### config.mk
export PLATFORM = sky130hd
export DESIGN_NAME = my_ep_tx_cpl_engine_flat
export DESIGN_NICKNAME = d
export VERILOG_FILES = /design/src/rtl/my_ep_tx_cpl_engine_if.sv /design/src/rtl/my_ep_tx_cpl_engine.sv /design/src/flat_wrapper.sv
export SDC_FILE = /design/constraint.sdc
export NUM_CORES = 1
export LEC_CHECK = 0
export CORE_MARGIN = 2
export CORE_UTILIZATION = 42
export DETAILED_ROUTE_END_ITERATION = 8
export PLACE_DENSITY = 0.77
export REMOVE_ABC_BUFFERS = 1
export SLEW_MARGIN = 0
export SYNTH_ARGS = -nofsm -noshare
export SYNTH_HDL_FRONTEND = slang
export SYNTH_SLANG_ARGS = --single-unit
### constraint.sdc
create_clock -name clk -period 2.15 [get_ports clk]
set_input_delay 0.215 -clock clk [delete_from_list [all_inputs] [get_ports clk]]
set_output_delay 0.215 -clock clk [all_outputs]
set_load 0.02 [all_outputs]
### src/rtl/my_ep_tx_cpl_engine_if.sv
// Request, memory-read and TRN transmit signals between the memory controller, the completion engine and the core.
// Purely structural, no latency of its own.
// Backpressure travels on trn_tdst_rdy_n from core to engine; the engine stalls its read port accordingly.
interface my_ep_tx_cpl_engine_if;
    logic [15:0] cfg_completer_id;
    logic        req_compl_i;
    logic        req_compl_with_data_i;
    logic [2:0]  req_tc_i;
    logic        req_td_i;
    logic        req_ep_i;
    logic [1:0]  req_attr_i;
    logic [9:0]  req_len_i;
    logic [15:0] req_rid_i;
    logic [7:0]  req_tag_i;
    logic [7:0]  req_be_i;
    logic [12:0] req_addr_i;
    logic        compl_done_o;
    logic [10:0] rd_addr_o;
    logic [3:0]  rd_be_o;
    logic [31:0] rd_data_i;
    logic [31:0] trn_td;
    logic        trn_tsof_n;
    logic        trn_teof_n;
    logic        trn_tsrc_rdy_n;
    logic        trn_tsrc_dsc_n;
    logic        trn_tdst_rdy_n;
    logic [5:0]  trn_tbuf_av;

    // Engine side
    modport master (
        input  cfg_completer_id, req_compl_i, req_compl_with_data_i, req_tc_i, req_td_i,
               req_ep_i, req_attr_i, req_len_i, req_rid_i, req_tag_i, req_be_i, req_addr_i,
               rd_data_i, trn_tdst_rdy_n, trn_tbuf_av,
        output compl_done_o, rd_addr_o, rd_be_o, trn_td, trn_tsof_n, trn_teof_n,
               trn_tsrc_rdy_n, trn_tsrc_dsc_n
    );

    // Memory controller / TRN core side
    modport slave (
        output cfg_completer_id, req_compl_i, req_compl_with_data_i, req_tc_i, req_td_i,
               req_ep_i, req_attr_i, req_len_i, req_rid_i, req_tag_i, req_be_i, req_addr_i,
               rd_data_i, trn_tdst_rdy_n, trn_tbuf_av,
        input  compl_done_o, rd_addr_o, rd_be_o, trn_td, trn_tsof_n, trn_teof_n,
               trn_tsrc_rdy_n, trn_tsrc_dsc_n
    );
endinterface

### src/rtl/my_ep_tx_cpl_engine.sv
// Builds a 3DW Cpl/CplD (or UR Cpl for oversize reads) on the 32-bit TRN TX port; optional MY_TXE_BUF_AV_CHECK_EN gates start on trn_tbuf_av.
// Latency: HDR0 one clk after req_compl_i; one FETCH bubble between consecutive data DWs; done pulse one clk after the last beat.
// Backpressure: each beat (td/sof/eof) holds until trn_tdst_rdy_n is low; rd_addr_o only advances on an accepted data beat.
module my_ep_tx_cpl_engine #(
    parameter int MAX_LEN_DW = 32
) (
    input  logic                     clk,
    input  logic                     rst_n,
    my_ep_tx_cpl_engine_if.master    bus
);

    localparam logic [2:0] IDLE     = 3'd0;
    localparam logic [2:0] HDR0     = 3'd1;
    localparam logic [2:0] HDR1     = 3'd2;
    localparam logic [2:0] HDR2     = 3'd3;
    localparam logic [2:0] DATA     = 3'd4;
    localparam logic [2:0] FETCH    = 3'd5;
    localparam logic [2:0] DONE     = 3'd6;
    localparam logic [2:0] WAIT_BUF = 3'd7;

    localparam logic [11:0] MAX_LEN = 12'(MAX_LEN_DW);

    logic [2:0]  state;
    logic [2:0]  tc_q;
    logic        td_q;
    logic        ep_q;
    logic [1:0]  attr_q;
    logic [9:0]  len_q;
    logic [15:0] rid_q;
    logic [7:0]  tag_q;
    logic [7:0]  be_q;
    logic [4:0]  addr_q;
    logic        with_data_q;
    logic        ur_q;
    logic [10:0] cnt_q;
    logic [10:0] rd_addr_q;
    logic [3:0]  rd_be_q;

    logic [10:0] req_eff_len;
    logic        req_ur;
    logic [10:0] eff_len;
    logic [1:0]  tz;
    logic [1:0]  lz;
    logic [1:0]  lo_bits;
    logic [11:0] bc1;
    logic [12:0] bc_full;
    logic [11:0] byte_count;
    logic [31:0] dw0;
    logic [31:0] dw1;
    logic [31:0] dw2;
    logic [31:0] td;
    logic        sof_n;
    logic        eof_n;
    logic        src_n;
    logic        accept;

    // A length field of 0 means 1024 DW; reads longer than MAX_LEN_DW are answered with UR.
    assign req_eff_len = (bus.req_len_i == 10'd0) ? 11'd1024 : {1'b0, bus.req_len_i};
    assign req_ur      = bus.req_compl_with_data_i && ({1'b0, req_eff_len} > MAX_LEN);
    assign eff_len     = (len_q == 10'd0) ? 11'd1024 : {1'b0, len_q};

    // Byte count and lower address derived from the latched byte enables.
    always_comb begin
        tz = 2'd0;
        casez (be_q[3:0])
            4'b???1: tz = 2'd0;
            4'b??10: tz = 2'd1;
            4'b?100: tz = 2'd2;
            4'b1000: tz = 2'd3;
            default: tz = 2'd0;
        endcase
        lz = 2'd0;
        casez (be_q[7:4])
            4'b1???: lz = 2'd0;
            4'b01??: lz = 2'd1;
            4'b001?: lz = 2'd2;
            4'b0001: lz = 2'd3;
            default: lz = 2'd0;
        endcase
        bc1 = 12'd1;
        casez (be_q[3:0])
            4'b1??1:                    bc1 = 12'd4;
            4'b01?1, 4'b1?10:           bc1 = 12'd3;
            4'b0011, 4'b0110, 4'b1100:  bc1 = 12'd2;
            default:                    bc1 = 12'd1;
        endcase
        // The 13-bit difference truncates so that 1024 DW encodes as 0.
        bc_full = {eff_len, 2'b00} - 13'(tz) - 13'(lz);
        if (ur_q) begin
            byte_count = 12'd4;
        end else if (eff_len == 11'd1) begin
            byte_count = bc1;
        end else begin
            byte_count = bc_full[11:0];
        end
        lo_bits = tz;
    end

    assign dw0 = {1'b0, (with_data_q ? 2'b10 : 2'b00), 5'b01010, 1'b0, tc_q, 4'b0000,
                  td_q, ep_q, attr_q, 2'b00, (with_data_q ? len_q : 10'd0)};
    assign dw1 = {bus.cfg_completer_id, (ur_q ? 3'b001 : 3'b000), 1'b0, byte_count};
    assign dw2 = {rid_q, tag_q, 1'b0, addr_q, lo_bits};

    // TRN beat contents are a pure function of the state, so they stay put while stalled.
    always_comb begin
        td    = 32'd0;
        sof_n = 1'b1;
        eof_n = 1'b1;
        src_n = 1'b1;
        case (state)
            HDR0: begin
                td    = dw0;
                sof_n = 1'b0;
                src_n = 1'b0;
            end
            HDR1: begin
                td    = dw1;
                src_n = 1'b0;
            end
            HDR2: begin
                td    = dw2;
                eof_n = with_data_q;
                src_n = 1'b0;
            end
            DATA: begin
                td    = bus.rd_data_i;
                eof_n = (cnt_q != 11'd1);
                src_n = 1'b0;
            end
            default: begin
                td    = 32'd0;
            end
        endcase
    end

    assign accept             = !src_n && !bus.trn_tdst_rdy_n;
    assign bus.trn_td         = td;
    assign bus.trn_tsof_n     = sof_n;
    assign bus.trn_teof_n     = eof_n;
    assign bus.trn_tsrc_rdy_n = src_n;
    assign bus.trn_tsrc_dsc_n = 1'b1;
    assign bus.compl_done_o   = (state == DONE);
    assign bus.rd_addr_o      = rd_addr_q;
    assign bus.rd_be_o        = rd_be_q;

`ifndef MY_TXE_BUF_AV_CHECK_EN
    logic unused_buf_av;
    assign unused_buf_av = ^bus.trn_tbuf_av;
`endif
    logic unused_addr_lsb;
    assign unused_addr_lsb = ^bus.req_addr_i[1:0];

    // Packet sequencer: latch request, walk header DWs, then stream data with a fetch bubble per DW.
    always_ff @(posedge clk or negedge rst_n) begin
        if (!rst_n) begin
            state       <= IDLE;
            tc_q        <= 3'd0;
            td_q        <= 1'b0;
            ep_q        <= 1'b0;
            attr_q      <= 2'd0;
            len_q       <= 10'd0;
            rid_q       <= 16'd0;
            tag_q       <= 8'd0;
            be_q        <= 8'd0;
            addr_q      <= 5'd0;
            with_data_q <= 1'b0;
            ur_q        <= 1'b0;
            cnt_q       <= 11'd0;
            rd_addr_q   <= 11'd0;
            rd_be_q     <= 4'd0;
        end else begin
            case (state)
                IDLE: begin
                    if (bus.req_compl_i) begin
                        tc_q        <= bus.req_tc_i;
                        td_q        <= bus.req_td_i;
                        ep_q        <= bus.req_ep_i;
                        attr_q      <= bus.req_attr_i;
                        len_q       <= bus.req_len_i;
                        rid_q       <= bus.req_rid_i;
                        tag_q       <= bus.req_tag_i;
                        be_q        <= bus.req_be_i;
                        addr_q      <= bus.req_addr_i[6:2];
                        with_data_q <= bus.req_compl_with_data_i && !req_ur;
                        ur_q        <= req_ur;
                        cnt_q       <= req_eff_len;
                        rd_addr_q   <= bus.req_addr_i[12:2];
                        rd_be_q     <= bus.req_be_i[3:0];
`ifdef MY_TXE_BUF_AV_CHECK_EN
                        state       <= (bus.trn_tbuf_av != 6'd0) ? HDR0 : WAIT_BUF;
`else
                        state       <= HDR0;
`endif
                    end
                end
                WAIT_BUF: begin
                    if (bus.trn_tbuf_av != 6'd0) begin
                        state <= HDR0;
                    end
                end
                HDR0: if (accept) state <= HDR1;
                HDR1: if (accept) state <= HDR2;
                HDR2: if (accept) state <= with_data_q ? DATA : DONE;
                DATA: begin
                    if (accept) begin
                        if (cnt_q == 11'd1) begin
                            state <= DONE;
                        end else begin
                            cnt_q     <= cnt_q - 11'd1;
                            rd_addr_q <= rd_addr_q + 11'd1;
                            rd_be_q   <= (cnt_q == 11'd2) ? be_q[7:4] : 4'hF;
                            state     <= FETCH;
                        end
                    end
                end
                FETCH:   state <= DATA;
                DONE:    state <= IDLE;
                default: state <= IDLE;
            endcase
        end
    end

endmodule
### src/flat_wrapper.sv
// flat-port wrapper written by rule: the top's interface ports become plain ports
module my_ep_tx_cpl_engine_flat 
#(
    parameter int MAX_LEN_DW = 32
)
  (clk, rst_n, bus_cfg_completer_id, bus_req_compl_i, bus_req_compl_with_data_i, bus_req_tc_i, bus_req_td_i, bus_req_ep_i, bus_req_attr_i, bus_req_len_i, bus_req_rid_i, bus_req_tag_i, bus_req_be_i, bus_req_addr_i, bus_rd_data_i, bus_trn_tdst_rdy_n, bus_trn_tbuf_av, bus_compl_done_o, bus_rd_addr_o, bus_rd_be_o, bus_trn_td, bus_trn_tsof_n, bus_trn_teof_n, bus_trn_tsrc_rdy_n, bus_trn_tsrc_dsc_n);
  my_ep_tx_cpl_engine_if bus_i ();
  input  logic clk;
  input  logic rst_n;
  input wire logic [$bits(bus_i.cfg_completer_id)-1:0] bus_cfg_completer_id;
  input wire logic [$bits(bus_i.req_compl_i)-1:0] bus_req_compl_i;
  input wire logic [$bits(bus_i.req_compl_with_data_i)-1:0] bus_req_compl_with_data_i;
  input wire logic [$bits(bus_i.req_tc_i)-1:0] bus_req_tc_i;
  input wire logic [$bits(bus_i.req_td_i)-1:0] bus_req_td_i;
  input wire logic [$bits(bus_i.req_ep_i)-1:0] bus_req_ep_i;
  input wire logic [$bits(bus_i.req_attr_i)-1:0] bus_req_attr_i;
  input wire logic [$bits(bus_i.req_len_i)-1:0] bus_req_len_i;
  input wire logic [$bits(bus_i.req_rid_i)-1:0] bus_req_rid_i;
  input wire logic [$bits(bus_i.req_tag_i)-1:0] bus_req_tag_i;
  input wire logic [$bits(bus_i.req_be_i)-1:0] bus_req_be_i;
  input wire logic [$bits(bus_i.req_addr_i)-1:0] bus_req_addr_i;
  input wire logic [$bits(bus_i.rd_data_i)-1:0] bus_rd_data_i;
  input wire logic [$bits(bus_i.trn_tdst_rdy_n)-1:0] bus_trn_tdst_rdy_n;
  input wire logic [$bits(bus_i.trn_tbuf_av)-1:0] bus_trn_tbuf_av;
  output wire logic [$bits(bus_i.compl_done_o)-1:0] bus_compl_done_o;
  output wire logic [$bits(bus_i.rd_addr_o)-1:0] bus_rd_addr_o;
  output wire logic [$bits(bus_i.rd_be_o)-1:0] bus_rd_be_o;
  output wire logic [$bits(bus_i.trn_td)-1:0] bus_trn_td;
  output wire logic [$bits(bus_i.trn_tsof_n)-1:0] bus_trn_tsof_n;
  output wire logic [$bits(bus_i.trn_teof_n)-1:0] bus_trn_teof_n;
  output wire logic [$bits(bus_i.trn_tsrc_rdy_n)-1:0] bus_trn_tsrc_rdy_n;
  output wire logic [$bits(bus_i.trn_tsrc_dsc_n)-1:0] bus_trn_tsrc_dsc_n;
  assign bus_i.cfg_completer_id = bus_cfg_completer_id;
  assign bus_i.req_compl_i = bus_req_compl_i;
  assign bus_i.req_compl_with_data_i = bus_req_compl_with_data_i;
  assign bus_i.req_tc_i = bus_req_tc_i;
  assign bus_i.req_td_i = bus_req_td_i;
  assign bus_i.req_ep_i = bus_req_ep_i;
  assign bus_i.req_attr_i = bus_req_attr_i;
  assign bus_i.req_len_i = bus_req_len_i;
  assign bus_i.req_rid_i = bus_req_rid_i;
  assign bus_i.req_tag_i = bus_req_tag_i;
  assign bus_i.req_be_i = bus_req_be_i;
  assign bus_i.req_addr_i = bus_req_addr_i;
  assign bus_i.rd_data_i = bus_rd_data_i;
  assign bus_i.trn_tdst_rdy_n = bus_trn_tdst_rdy_n;
  assign bus_i.trn_tbuf_av = bus_trn_tbuf_av;
  assign bus_compl_done_o = bus_i.compl_done_o;
  assign bus_rd_addr_o = bus_i.rd_addr_o;
  assign bus_rd_be_o = bus_i.rd_be_o;
  assign bus_trn_td = bus_i.trn_td;
  assign bus_trn_tsof_n = bus_i.trn_tsof_n;
  assign bus_trn_teof_n = bus_i.trn_teof_n;
  assign bus_trn_tsrc_rdy_n = bus_i.trn_tsrc_rdy_n;
  assign bus_trn_tsrc_dsc_n = bus_i.trn_tsrc_dsc_n;
  my_ep_tx_cpl_engine #(.MAX_LEN_DW(MAX_LEN_DW)) u_core (.clk(clk), .rst_n(rst_n), .bus(bus_i));
endmodule
# [Word level (Yosys, flattened, before mapping)]
# Cells that the tools add are included.
[totals] ff_bits=85 in_bits=121 out_inout_bits=52
[classes] n_addsub=4 magnitude_cmp=1 n_eq_ne=30 mux=36 n_reduce_logical=16
[op_table] operator="$pmux 32 s4" count=1
[op_table] operator="$mux 11" count=8
[op_table] operator="$pmux 11 s2" count=2
[op_table] operator="$mux 12" count=2
[op_table] operator="$pmux 3 s8" count=1
[op_table] operator="$sub 12x2->12" count=2
[op_table] operator="$eq 11x1->1 const B" count=2
[op_table] operator="$logic_not 10->1" count=2
[op_table] operator="$eq 3x3->1 const B" count=6
[op_table] operator="$mux 3" count=6
[op_table] operator="$mux 4" count=4
[op_table] operator="$pmux 2 s3" count=2
[op_table] operator="$add 11x1->11 const B" count=1
[op_table] operator="$eq 11x2->1 const B" count=1
[op_table] operator="$gt 11x6->1 const B" count=1
[op_table] operator="$ne 11x1->1 const B" count=1
[op_table] operator="$sub 11x1->11 const B" count=1
[op_table] operator="$mux 10" count=1
[op_table] operator="$ne 2x1->1 const B" count=5
[op_table] operator="$eq 3x2->1 const B" count=3
[op_table] operator="$pmux 3 s3" count=1
[op_table] operator="$eq 4x4->1 const B" count=2
[op_table] operator="$pmux 4 s2" count=1
[op_table] operator="$eq 3x1->1 const B" count=2
[op_table] operator="other kinds (20)" count=29

# [Logic depth before layout (Yosys ltp)]
# Gate-level depths: netlist of the first run.
[depth] word_depth=7 mapped_depth=10 mapped_depth_nobuf=10

# [Worst setup path before layout of the first run]
# No wires, ideal clock.
[synth_path] path_kind="flip-flop to output port" startpoint="reg u_core.be_q[1]" endpoint="out bus_trn_td[7]" arrival_ps=2249 t_required_ps=1935 path_slack_ps=-314 stages_incl_launch_ff=10 n_path_buf=0 cell_sequence="dfrtp_1 -> nor3_1 -> ha_1 -> inv_1 -> ha_1 -> inv_1 -> fa_1 -> nand3b_1 -> xor2_1 -> o21ai_0"
[synth_via] elab_chain_cells=7 word_cells_on_any_way=9
[synth_lines] element="start: declaration" line="my_ep_tx_cpl_engine.sv:31" text="logic [7:0] be_q;"
[synth_lines] element="start signal: assignment" line="my_ep_tx_cpl_engine.sv:182" text="be_q <= bus.req_be_i;"
[synth_lines] element="$eq 4x4->1, or another cell as far along" line="my_ep_tx_cpl_engine.sv:65" text="casez (be_q[3:0])"
[synth_lines] element="$pmux 2 s3 *" line="my_ep_tx_cpl_engine.sv:65"
[synth_lines] element="$sub 12x2->12 * (2 in series)" line="my_ep_tx_cpl_engine.sv:88" text="bc_full = {eff_len, 2'b00} - 13'(tz) - 13'(lz);"
[synth_lines] element="$mux 12 *" line="my_ep_tx_cpl_engine.sv:91" text="end else if (eff_len == 11'd1) begin"
[synth_lines] element="$mux 12 *" line="my_ep_tx_cpl_engine.sv:89" text="if (ur_q) begin"
[synth_lines] element="$pmux 32 s4 *" line="my_ep_tx_cpl_engine.sv:110" text="case (state)"
[synth_lines] element="end: declaration" line="flat_wrapper.sv:28" text="output wire logic [$bits(bus_i.trn_td)-1:0] bus_trn_td;"
# Every way passes the cells marked *; elsewhere a longest branch is shown, timed or not.

# [Final worst setup path of the first run]
[layout_path] startpoint="reg u_core.be_q[0]" endpoint="out bus_trn_td[2]"
[layout_via] elab_chain_cells=7 word_cells_on_any_way=18
[layout_lines] element="$eq 4x4->1, or another cell as far along" line="my_ep_tx_cpl_engine.sv:65"
[layout_lines] element="$pmux 2 s3" line="my_ep_tx_cpl_engine.sv:65"
[layout_lines] element="$sub 12x2->12 (2 in series)" line="my_ep_tx_cpl_engine.sv:88"
[layout_lines] element="$mux 12 *" line="my_ep_tx_cpl_engine.sv:91"
[layout_lines] element="$mux 12 *" line="my_ep_tx_cpl_engine.sv:89"
[layout_lines] element="$pmux 32 s4 *" line="my_ep_tx_cpl_engine.sv:110"
# Marks and branches as above.

==> run summary, run 1 <==
=================================================================================
Outcome ............................................................ finished, violations left
Violated checks .................................................... setup timing
Synth Area per Inst ................................................    8.44 um^2
CP Max Fanout ......................................................            2
Number of register bits inferred by synthesis ......................           85
Number of detailed-route iterations in the first pass ..............            5
LEAKAGE ............................................................      3.73 nW
TritonCTS clock tree ...............................................         done
Endpoint required time on the critical path ........................      1.93 ns
GR met1 Demand/Resource ............................................        0.359
Area overhead of the layout relative to synthesis ..................        60.8%
RSZ-0062 raised after global routing ...............................         true
Clock net sink count ...............................................           85
Biggest area consumer among synthesized cells ...................... sky130_fd_sc_hd__dfrtp_1
Detailed-route wire length per cell ................................      18.0 um
Drt initial violations .............................................          545
Gr ovfl total ......................................................            0
Initial core utilization ...........................................        0.430
Worst path max stage delay .........................................      0.54 ns
Cells traversed along the worst timing path ........................ nor3_4, ha_4, inv_4, ha_4, inv_2, fa_2, mux2i_1, a221o_1, buf_6
Minimum hold slack .................................................     0.401 ns
Number of nets in the finished design ..............................          992
Summed area of non-filler cells in the final layout ................    8350 um^2
Final setup margin .................................................    -0.621 ns
Share of layout cells above drive strength 1 .......................        0.241
Fraction of synthesis flops using an asynchronous set or reset pin .         1.00
Number of CTS-inserted buffers .....................................            9
First-pass GRT wire length .........................................     28900 um
Setup crit start kind ..............................................         flop
Met3 GRT Util ......................................................       0.0353
Die Footprint ......................................................   13300 um^2
Seq/Total Area, Yosys ..............................................        0.410
Vias ...............................................................         5853
Vias in the first global route .....................................         5743
Dpl hpwl ...........................................................     12700 um
Dominant cells by area after synthesis ............................. sky130_fd_sc_hd__dfrtp_1 (41%), sky130_fd_sc_hd__nand2_1 (14%), sky130_fd_sc_hd__o21ai_0 (4.8%)
Post-placement setup slack .........................................    -0.821 ns
Final setup violation count ........................................           11
Number of max-cap violations .......................................            0
Class of the most critical setup path .............................. flop to output port
Core utilization of the finished layout ............................        0.692
Instance area at placement .........................................    7510 um^2
Yosys warns ........................................................            0
Antenna-violating nets left ........................................            0
CTS root buffer .................................................... sky130_fd_sc_hd__clkbuf_16
Largest vdd supply drop ............................................       618 uV
Max Clk Rate .......................................................      361 MHz
Most prevalent standard cell on the critical path .................. sky130_fd_sc_hd__ha_4
# diodes ...........................................................            0
Fill cell total of the finished layout .............................          889
Min-Delay Path Class ............................................... primary input to flop
Final critical path time including I/O delays and setup ............      2.77 ns
Overall routed net length ..........................................     18600 um
Drt drc ............................................................            0
Critical path arrival ..............................................      2.56 ns
Worst clock skew ...................................................   0.00468 ns
Main synth FF type ................................................. sky130_fd_sc_hd__dfrtp_1
# IOs ..............................................................          173
Overall global routing resource usage ..............................        0.276
Maximum buffer depth of the clock tree .............................            2
Reg clk slew, reported paths .......................................      0.07 ns
Most Crowded Layer GR ..............................................         met2
Gate count of the mapped netlist ...................................          615
Die X ..............................................................       115 um
Final hold violation count .........................................            0
Power density of the placed cells .................................. 1530 nW/um^2
Combined area of all synthesized cells .............................    5190 um^2
Site row count .....................................................           40
Slowest library cell on the worst path ............................. sky130_fd_sc_hd__fa_2
Largest net degree at the start of global routing ..................           86
Proportion of netlist area held by the largest area contributor ....        0.410
Met2 routing resource usage after global routing ...................        0.469
# port buffers .....................................................          169
Worst skew pair latency ............................................      0.34 ns
Element type at the critical path end ..............................  output port
Final clock period utilization by the worst path ...................         1.29
Number of antenna violations at the first check in global routing ..            0
Number of vias per cell after detailed routing .....................         5.66
EDFF count, synth ..................................................            0
Routability cong. ..................................................        0.915
Die span in y ......................................................       115 um
Count of final max-slew check failures .............................            0
Core Footprint .....................................................   12100 um^2
Level count of the clock H-tree ....................................            3
Number of different library cells in the post-synthesis netlist ....           74
=================================================================================
-- path summary, 6_finish.rpt --
check / startpoint / end / slack (ns) / cells after the start
min: bus_req_rid_i[13] / u_core.rid_q[13]$_DFFE_PN0P_ / 0.40 / 3
max reg2reg: u_core.state[1]$_DFFE_PN0P_ / u_core.cnt_q[10]$_DFFE_PN0P_ / 0.10 / 8
max: u_core.be_q[0]$_DFFE_PN0P_ / bus_trn_td[2] / -0.62 / 9
min reg2reg: u_core.rid_q[12]$_DFFE_PN0P_ / u_core.rid_q[12]$_DFFE_PN0P_ / 0.48 / 2
max in group asynchronous: rst_n / u_core.bus.rd_be_o[3]$_DFFE_PN0P_ / 1.34 / 3
min in group asynchronous: rst_n / u_core.attr_q[0]$_DFFE_PN0P_ / 0.43 / 3
-- state kept, by name (all words and copies together) (netlist names) --
register and flops:
u_core.rid_q 16, u_core.bus.rd_addr_o 11, u_core.cnt_q 11, u_core.len_q 10, u_core.be_q 8, u_core.tag_q 8
u_core.addr_q 5, u_core.bus.rd_be_o 4, u_core.state 3, u_core.tc_q 3, u_core.attr_q 2, u_core.ep_q 1
u_core.td_q 1, u_core.ur_q 1, u_core.with_data_q 1
-- layer usage --
layer	routed length [um]	part of all wire
met1	7640	0.41
met2	9150	0.49
met3	1330	0.071
met4	510	0.027
met5	0	0
-- repair_timing --
action | in CTS | in global routing
hold buffers | 1 | 0
setup endpoints to repair | 38 | 49
gates cloned | 0 | 2
gates resized for setup | 160 | 48
pin swaps | 25 | 23
buffers inserted | 21 | 11
endpoints found under the hold margin | 85 | 0
-- cell usage in the layout (no fill, tap or decap), types with 4 or more instances in the layout --
cell type and count:
sky130_fd_sc_hd__buf_4 96, sky130_fd_sc_hd__a221o_1 6, sky130_fd_sc_hd__o22ai_1 13, sky130_fd_sc_hd__nor2b_1 5, sky130_fd_sc_hd__a21oi_1 9, sky130_fd_sc_hd__nand2_1 187
sky130_fd_sc_hd__a22oi_1 11, sky130_fd_sc_hd__ha_1 4, sky130_fd_sc_hd__mux2i_1 14, sky130_fd_sc_hd__nor2_1 15, sky130_fd_sc_hd__clkdlybuf4s50_1 133, sky130_fd_sc_hd__a2bb2oi_2 4
sky130_fd_sc_hd__o31ai_1 6, sky130_fd_sc_hd__nand4_1 7, sky130_fd_sc_hd__a31oi_1 8, sky130_fd_sc_hd__a21oi_2 6, sky130_fd_sc_hd__clkbuf_16 11, sky130_fd_sc_hd__buf_6 16
sky130_fd_sc_hd__nor3_1 11, sky130_fd_sc_hd__inv_1 8, sky130_fd_sc_hd__xor2_1 7, sky130_fd_sc_hd__dfrtp_1 85, sky130_fd_sc_hd__dlygate4sd2_1 8, sky130_fd_sc_hd__nand2_2 4
sky130_fd_sc_hd__a31oi_2 4, sky130_fd_sc_hd__o21ai_1 10, sky130_fd_sc_hd__buf_2 6, sky130_fd_sc_hd__nand3_1 9, sky130_fd_sc_hd__ha_4 4, sky130_fd_sc_hd__o21ai_0 39
sky130_fd_sc_hd__clkdlybuf4s15_1 6, sky130_fd_sc_hd__a222oi_1 7, sky130_fd_sc_hd__a22o_1 4
-- report_power, final --
group,switching (W),internal (W)
logic,0.00410,0.00382
registers,0.000703,0.00236
clock network,0.000665,0.00117
-- cell type report --
cell class | instances | area (um^2) | share of cell area
clock buffer | 10 | 239 | 0.0286
timing repair buffer | 277 | 2570 | 0.308
sequential | 85 | 2130 | 0.255
tap | 168 | 210 | 0.0252
inverter | 11 | 43.8 | 0.00525
multi-input combinational | 478 | 3050 | 0.365
clock inverter | 6 | 110 | 0.0132
-- Yosys cell counts (4+ instances only) --
cell type and number:
sky130_fd_sc_hd__nand2_1 191, sky130_fd_sc_hd__dfrtp_1 85, sky130_fd_sc_hd__o21ai_0 50, sky130_fd_sc_hd__buf_2 18, sky130_fd_sc_hd__nor2_1 16, sky130_fd_sc_hd__clkbuf_1 15
sky130_fd_sc_hd__mux2i_1 14, sky130_fd_sc_hd__nor3_1 14, sky130_fd_sc_hd__o22ai_1 13, sky130_fd_sc_hd__a31oi_1 12, sky130_fd_sc_hd__a22oi_1 11, sky130_fd_sc_hd__inv_1 11
sky130_fd_sc_hd__nand3_1 11, sky130_fd_sc_hd__a21oi_1 10, sky130_fd_sc_hd__ha_1 8, sky130_fd_sc_hd__nor2b_1 8, sky130_fd_sc_hd__a222oi_1 7, sky130_fd_sc_hd__nand4_1 7
sky130_fd_sc_hd__xor2_1 7, sky130_fd_sc_hd__a21oi_2 6, sky130_fd_sc_hd__a221o_1 6, sky130_fd_sc_hd__o31ai_1 6, sky130_fd_sc_hd__a22o_1 4, sky130_fd_sc_hd__a2bb2oi_2 4
sky130_fd_sc_hd__buf_6 4
-- cells by family after synthesis --
group                    synth area share
AND/OR/NAND/NOR                     0.254
AO/OA/AOI/OAI                       0.217
flip-flops                          0.410
buffers and inverters              0.0492
multiplexers                       0.0299
XOR/XNOR                           0.0169
adder cells (fa/ha/maj)            0.0231
other                            0.000723
-- critical path: cells and delay by family (launching register included) --
| family | cells | cell delay, ns |
|---|---|---|
| muxes | 1 | 0.07 |
| and+or+nand+nor | 1 | 0.27 |
| buffers and inverters | 3 | 0.23 |
| DFF | 1 | 0.42 |
| adders and majority gates | 3 | 0.92 |
| AOI/OAI and AO/OA | 1 | 0.30 |
-- per-stage QoR --
stage	power, W	setup TNS [ns]	instances
2_1_floorplan	0.00655	-164.38	574
3_3_place_gp	0.00965	-6.83	988
3_5_place_dp	0.00986	-7.75	988
4_1_cts	0.0122	-5.32	1026
5_1_grt	0.0136	-6.41	1035
6_report	0.0128	-5.26	1035
Note: power is estimated with default switching activity, not from simulation.
==> run 2: changes to the inputs <==
CORE_ASPECT_RATIO = 1.2   (was unset)
GPL_TIMING_DRIVEN = 0   (was unset)
==> run summary, run 2 (same netlist as run 1, synthesis figures left out) <==
=====================================================================================
Worst clock skew .......................................................   0.00514 ns
Drt drc ................................................................            0
Number of max-cap violations ...........................................            0
Final critical path time including I/O delays and setup ................      2.77 ns
Max Clk Rate ...........................................................      362 MHz
Drt initial violations .................................................          607
Leading cell types in the layout, fill and taps excluded ............... sky130_fd_sc_hd__nand2_1 (188), sky130_fd_sc_hd__clkdlybuf4s50_1 (132), sky130_fd_sc_hd__dfrtp_1 (75)
Routability cong. ......................................................        0.907
Die span in y ..........................................................       126 um
Summed area of non-filler cells in the final layout ....................    8110 um^2
Largest net degree at the start of global routing ......................           55
Maximum buffer depth of the clock tree .................................            2
Internal Pwr Total .....................................................    0.00685 W
Clock net sink count ...................................................           85
Instance area at placement .............................................    7040 um^2
Worst skew pair latency ................................................      0.34 ns
Share of layout cells above drive strength 1 ...........................        0.227
Final setup margin .....................................................    -0.616 ns
Element type at the critical path end ..................................  output port
Switching power summed over all nets ...................................    0.00541 W
# IOs ..................................................................          173
First-pass GRT wire length .............................................     27900 um
Largest vdd supply drop ................................................       773 uV
Min-Delay Path Class ................................................... primary input to async pin
Core Footprint .........................................................   12100 um^2
Switching power share of the total .....................................        0.442
Register name with the most flops ...................................... u_core.rid_q
Least-Margin Pin Slew ..................................................     0.574 ns
Die X ..................................................................       105 um
Number of antenna violations at the first check in global routing ......            0
Count of final max-slew check failures .................................            0
CTS root buffer ........................................................ sky130_fd_sc_hd__clkbuf_16
TritonCTS clock tree ...................................................         done
Vias in the first global route .........................................         5622
Share of total power in sequential cells ...............................        0.265
Flop-to-flop setup slack ...............................................      0.04 ns
Endpoint required time on the critical path ............................      1.93 ns
# diodes ...............................................................            0
Final setup violation count ............................................           16
Initial core utilization ...............................................        0.430
Power density of the placed cells ...................................... 1510 nW/um^2
Setup crit start kind ..................................................         flop
Cells traversed along the worst timing path ............................ nor2b_1, o21bai_1, ha_2, ha_4, inv_2, fa_2, mux2i_1, a221o_1, buf_6
Number of nets in the finished design ..................................          955
Final hold violation count .............................................            0
Level count of the clock H-tree ........................................            3
Fill cell total of the finished layout .................................          902
CP Max Fanout ..........................................................            4
Overall global routing resource usage ..................................        0.258
Slowest library cell on the worst path ................................. sky130_fd_sc_hd__fa_2
Final clock period utilization by the worst path .......................         1.29
Number of CTS-inserted buffers .........................................            9
Die Footprint ..........................................................   13300 um^2
LEAKAGE ................................................................      3.53 nW
Number of vias per cell after detailed routing .........................         5.84
Outcome ................................................................ finished, violations left
Delay-heaviest family, CP ..............................................  adder cells
Comb pwr share .........................................................        0.595
WP buf/inv .............................................................            2
Antenna-violating nets left ............................................            0
Site row count .........................................................           44
Footprint of the multi-input gates .....................................    3090 um^2
RSZ-0062 raised after global routing ...................................         true
Worst slew margin relative to its limit ................................        0.616
Area of all sequential standard cells ..................................    2140 um^2
Class of the most critical setup path .................................. flop to output port
Largest register FFs ...................................................           16
# port buffers .........................................................          169
Overall routed net length ..............................................     18500 um
Share of total power in the clock network ..............................        0.140
Detailed-route wire length per cell ....................................      18.6 um
Violated checks ........................................................ setup timing
Worst path max stage delay .............................................      0.50 ns
Area overhead of the layout relative to synthesis ......................        56.3%
Most frequent standard cell in the layout excluding fill and tap cells . sky130_fd_sc_hd__nand2_1
Post-placement setup slack .............................................     -1.53 ns
Gr ovfl total ..........................................................            0
Critical path arrival ..................................................      2.55 ns
Reg clk slew, reported paths ...........................................      0.06 ns
Dpl hpwl ...............................................................     11800 um
Number of detailed-route iterations in the first pass ..................            5
Vias ...................................................................         5786
=====================================================================================
run 2: worst paths after layout:
kind / startpoint / end / depth (start not counted)
max: u_core.be_q[4]$_DFFE_PN0P_ / bus_trn_td[2] / 9
min: rst_n / u_core.bus.rd_be_o[1]$_DFFE_PN0P_ / 2
max reg2reg: u_core.state[1]$_DFFE_PN0P_ / u_core.state[0]$_DFFE_PN0P_ / 9
min reg2reg: u_core.tc_q[2]$_DFFE_PN0P_ / u_core.tc_q[2]$_DFFE_PN0P_ / 2
max in group asynchronous: rst_n / u_core.state[0]$_DFFE_PN0P_ / 3
min in group clk: bus_req_rid_i[8] / u_core.rid_q[8]$_DFFE_PN0P_ / 3
run 2: through the flow:
step           hold WS [ns]  cells  setup TNS (ns)  total power (W)   util
3_3_place_gp          0.458    904         -554.08          0.00880  0.570
5_1_grt               0.404    991           -6.54           0.0129  0.673
4_1_cts               0.367    965           -5.97           0.0113  0.642
6_report              0.355    991           -5.26           0.0123  0.673
2_1_floorplan       -0.0806    574         -164.38          0.00655      -
3_5_place_dp          0.186    912          -75.19          0.00911  0.584
run 2: layer usage:
metal,track usage,vias to the layer above,share of wire
li1,-,2622,-
met1,0.324,2811,0.40
met2,0.435,309,0.50
met3,0.0435,44,0.075
met4,0.118,0,0.026
met5,0,-,0
run 2: layout make-up:
type                       instances  share of cell area
inverter                          11             0.00555
multi-input combinational        482               0.381
clock buffer                      13              0.0321
timing repair buffer             236               0.284
sequential                        85               0.264
clock inverter                     3             0.00833
tap                              161              0.0248
run 2: repair_timing:
item,CTS,global route
hold buffers,1,0
cloned,1,4
gates resized for setup,165,92
setup buffers,35,23
pin swaps,18,15
endpoints found under the setup margin,120,53
hold endpoints to repair,31,0
run 2: worst register-to-register path: stages (launching register included):
cell                      delay [ns]
sky130_fd_sc_hd__dfrtp_4        0.50
sky130_fd_sc_hd__buf_6          0.13
sky130_fd_sc_hd__nor3b_4        0.24
sky130_fd_sc_hd__buf_6          0.15
sky130_fd_sc_hd__buf_12         0.11
sky130_fd_sc_hd__and4_4         0.25
sky130_fd_sc_hd__buf_12         0.12
sky130_fd_sc_hd__nor2_4         0.05
sky130_fd_sc_hd__buf_6          0.16
sky130_fd_sc_hd__a221o_1        0.28
run 2: power groups by stage:
stage / logic [W] / registers, W / clock network [W]
4_1_cts: 0.00646 / 0.00317 / 0.00172
2_1_floorplan: 0.00333 / 0.00322 / 0
5_1_grt: 0.00782 / 0.00333 / 0.00179
6_report: 0.00730 / 0.00325 / 0.00172
3_5_place_dp: 0.00578 / 0.00333 / 0
3_3_place_gp: 0.00553 / 0.00327 / 0
==> run 3: changes to the inputs <==
MAX_ROUTING_LAYER = met4   (was unset)
==> run summary, run 3 (same netlist as run 1, synthesis figures left out) <==
=====================================================================================
Outcome ................................................................ finished, violations left
Violated checks ........................................................ setup timing
Placed instance count ..................................................          913
Worst clock skew .......................................................   0.00818 ns
Share of total power in sequential cells ...............................        0.263
Number of max-cap violations ...........................................            0
Worst slew margin relative to its limit ................................        0.504
Leading cell types in the layout, fill and taps excluded ............... sky130_fd_sc_hd__nand2_1 (187), sky130_fd_sc_hd__clkdlybuf4s50_1 (132), sky130_fd_sc_hd__dfrtp_1 (78)
Overall global routing resource usage ..................................        0.277
Register name with the most flops ...................................... u_core.rid_q
Dpl hpwl ...............................................................     11900 um
First-pass GRT wire length .............................................     28700 um
Routability cong. ......................................................        0.918
Level count of the clock H-tree ........................................            3
Fill cell total of the finished layout .................................          872
Number of antenna violations at the first check in global routing ......            0
Comb pwr share .........................................................        0.609
Setup TNS ..............................................................     -6.54 ns
CP Max Fanout ..........................................................            7
# IOs ..................................................................          173
Cells traversed along the worst timing path ............................ nor3_4, ha_4, inv_4, ha_4, inv_2, fa_2, mux2i_1, a221o_1, buf_6
Most frequent standard cell in the layout excluding fill and tap cells . sky130_fd_sc_hd__nand2_1
# diodes ...............................................................            0
Share of total power in the clock network ..............................        0.127
Final setup margin .....................................................    -0.665 ns
Final hold violation count .............................................            0
Number of CTS-inserted buffers .........................................            9
Antenna-violating nets left ............................................            0
# port buffers .........................................................          169
Largest register FFs ...................................................           16
TritonCTS clock tree ...................................................         done
Power density of the placed cells ...................................... 1520 nW/um^2
Gr ovfl total ..........................................................            0
Element type at the critical path end ..................................  output port
Endpoint required time on the critical path ............................      1.93 ns
Switching power summed over all nets ...................................    0.00564 W
Vias in the first global route .........................................         5793
Register-to-Register Path Depth ........................................            9
Maximum buffer depth of the clock tree .................................            2
Max Clk Rate ...........................................................      355 MHz
Drt drc ................................................................            0
Initial core utilization ...............................................        0.430
CTS root buffer ........................................................ sky130_fd_sc_hd__clkbuf_16
Number of vias per cell after detailed routing .........................         5.91
Final setup violation count ............................................           22
Switching power share of the total .....................................        0.450
Critical path arrival ..................................................      2.60 ns
Share of layout cells above drive strength 1 ...........................        0.235
Overall routed net length ..............................................     19600 um
Die span in y ..........................................................       126 um
Class of the most critical setup path .................................. flop to output port
Number of nets in the finished design ..................................          959
Setup crit start kind ..................................................         flop
Most prevalent standard cell on the critical path ...................... sky130_fd_sc_hd__ha_4
Vias ...................................................................         5883
Least-Margin Pin Slew ..................................................     0.737 ns
Area overhead of the layout relative to synthesis ......................        59.1%
RSZ-0062 raised after global routing ...................................         true
Post-route non-filler standard cell count ..............................          995
Die X ..................................................................       105 um
Internal Pwr Total .....................................................    0.00691 W
Worst path max stage delay .............................................      0.51 ns
Site row count .........................................................           44
Die Footprint ..........................................................   13300 um^2
Worst skew pair latency ................................................      0.35 ns
LEAKAGE ................................................................      3.58 nW
Final critical path time including I/O delays and setup ................      2.81 ns
Core Footprint .........................................................   12100 um^2
Min-Delay Path Class ................................................... primary input to async pin
Largest vdd supply drop ................................................       682 uV
Minimum hold slack .....................................................     0.363 ns
Detailed-route wire length per cell ....................................      19.7 um
Drt initial violations .................................................          626
Number of detailed-route iterations in the first pass ..................            9
Count of final max-slew check failures .................................            0
Largest net degree at the start of global routing ......................           53
Slowest library cell on the worst path ................................. sky130_fd_sc_hd__fa_2
Reg clk slew, reported paths ...........................................      0.06 ns
Clock net sink count ...................................................           85
Post-placement setup slack .............................................     -1.37 ns
Final clock period utilization by the worst path .......................         1.31
=====================================================================================
[run 3: final timing paths]
kind                       slack [ns]                   startpoint                                  end
max                             -0.66   u_core.be_q[1]$_DFFE_PN0P_                        bus_trn_td[2]
min                              0.36                        rst_n  u_core.bus.rd_addr_o[3]$_DFFE_PN0P_
max reg2reg                     -0.01  u_core.state[1]$_DFFE_PN0P_  u_core.bus.rd_addr_o[0]$_DFFE_PN0P_
min reg2reg                      0.48  u_core.tag_q[7]$_DFFE_PN0P_          u_core.tag_q[7]$_DFFE_PN0P_
max in group asynchronous        1.13                        rst_n          u_core.state[1]$_DFFE_PN0P_
min in group clk                 0.40              bus_req_be_i[4]           u_core.be_q[4]$_DFFE_PN0P_
[run 3: layout make-up]
class                           instances  area, um^2  area share
Inverter                               11        47.5     0.00576
Tap cell                              161         201      0.0244
Clock inverter                          3        45.0     0.00546
Timing Repair Buffer                  242        2450       0.297
Clock buffer                           13         250      0.0303
Sequential cell                        85        2140       0.259
Multi-Input combinational cell        480        3120       0.378
[run 3: power by group through the flow]
stage	sequential (W)	clock [W]	combinational [W]
global route	0.00338	0.00166	0.00815
finish	0.00331	0.00160	0.00765
global placement	0.00326	0	0.00554
detailed placement	0.00333	0	0.00579
CTS	0.00318	0.00159	0.00667
floorplan	0.00322	0	0.00333
[run 3: per-layer routing]
metal / track usage / vias up / wire length (um)
li1: - / 2632 / -
met1: 0.317 / 2808 / 7500
met2: 0.476 / 366 / 9780
met3: 0.0414 / 77 / 1600
met4: 0.129 / 0 / 735
met5: - / - / 0
[run 3: through the flow]
stage               area [um^2]  total power (W)   util
floorplan                  4980          0.00655      -
global placement           6870          0.00880  0.570
detailed placement         7060          0.00913  0.586
CTS                        7800           0.0114  0.647
global route               8260           0.0132  0.685
finish                     8260           0.0125  0.685
[run 3: critical path: cells and delay by family, from the launching register on]
family          cells  cell delay (ns)
mux                 1             0.09
flops               1             0.49
fa+ha+maj           3             0.89
simple gates        1             0.23
compound gates      1             0.33
buf+inv             3             0.23
[run 3: repair_timing]
action | 4_1_cts | 5_1_grt
endpoints found under the hold margin | 33 | 0
gates resized for setup | 186 | 103
hold buffers | 1 | 0
endpoints found under the setup margin | 120 | 48
cloned | 1 | 5
pin swaps | 12 | 27
setup buffers | 35 | 26
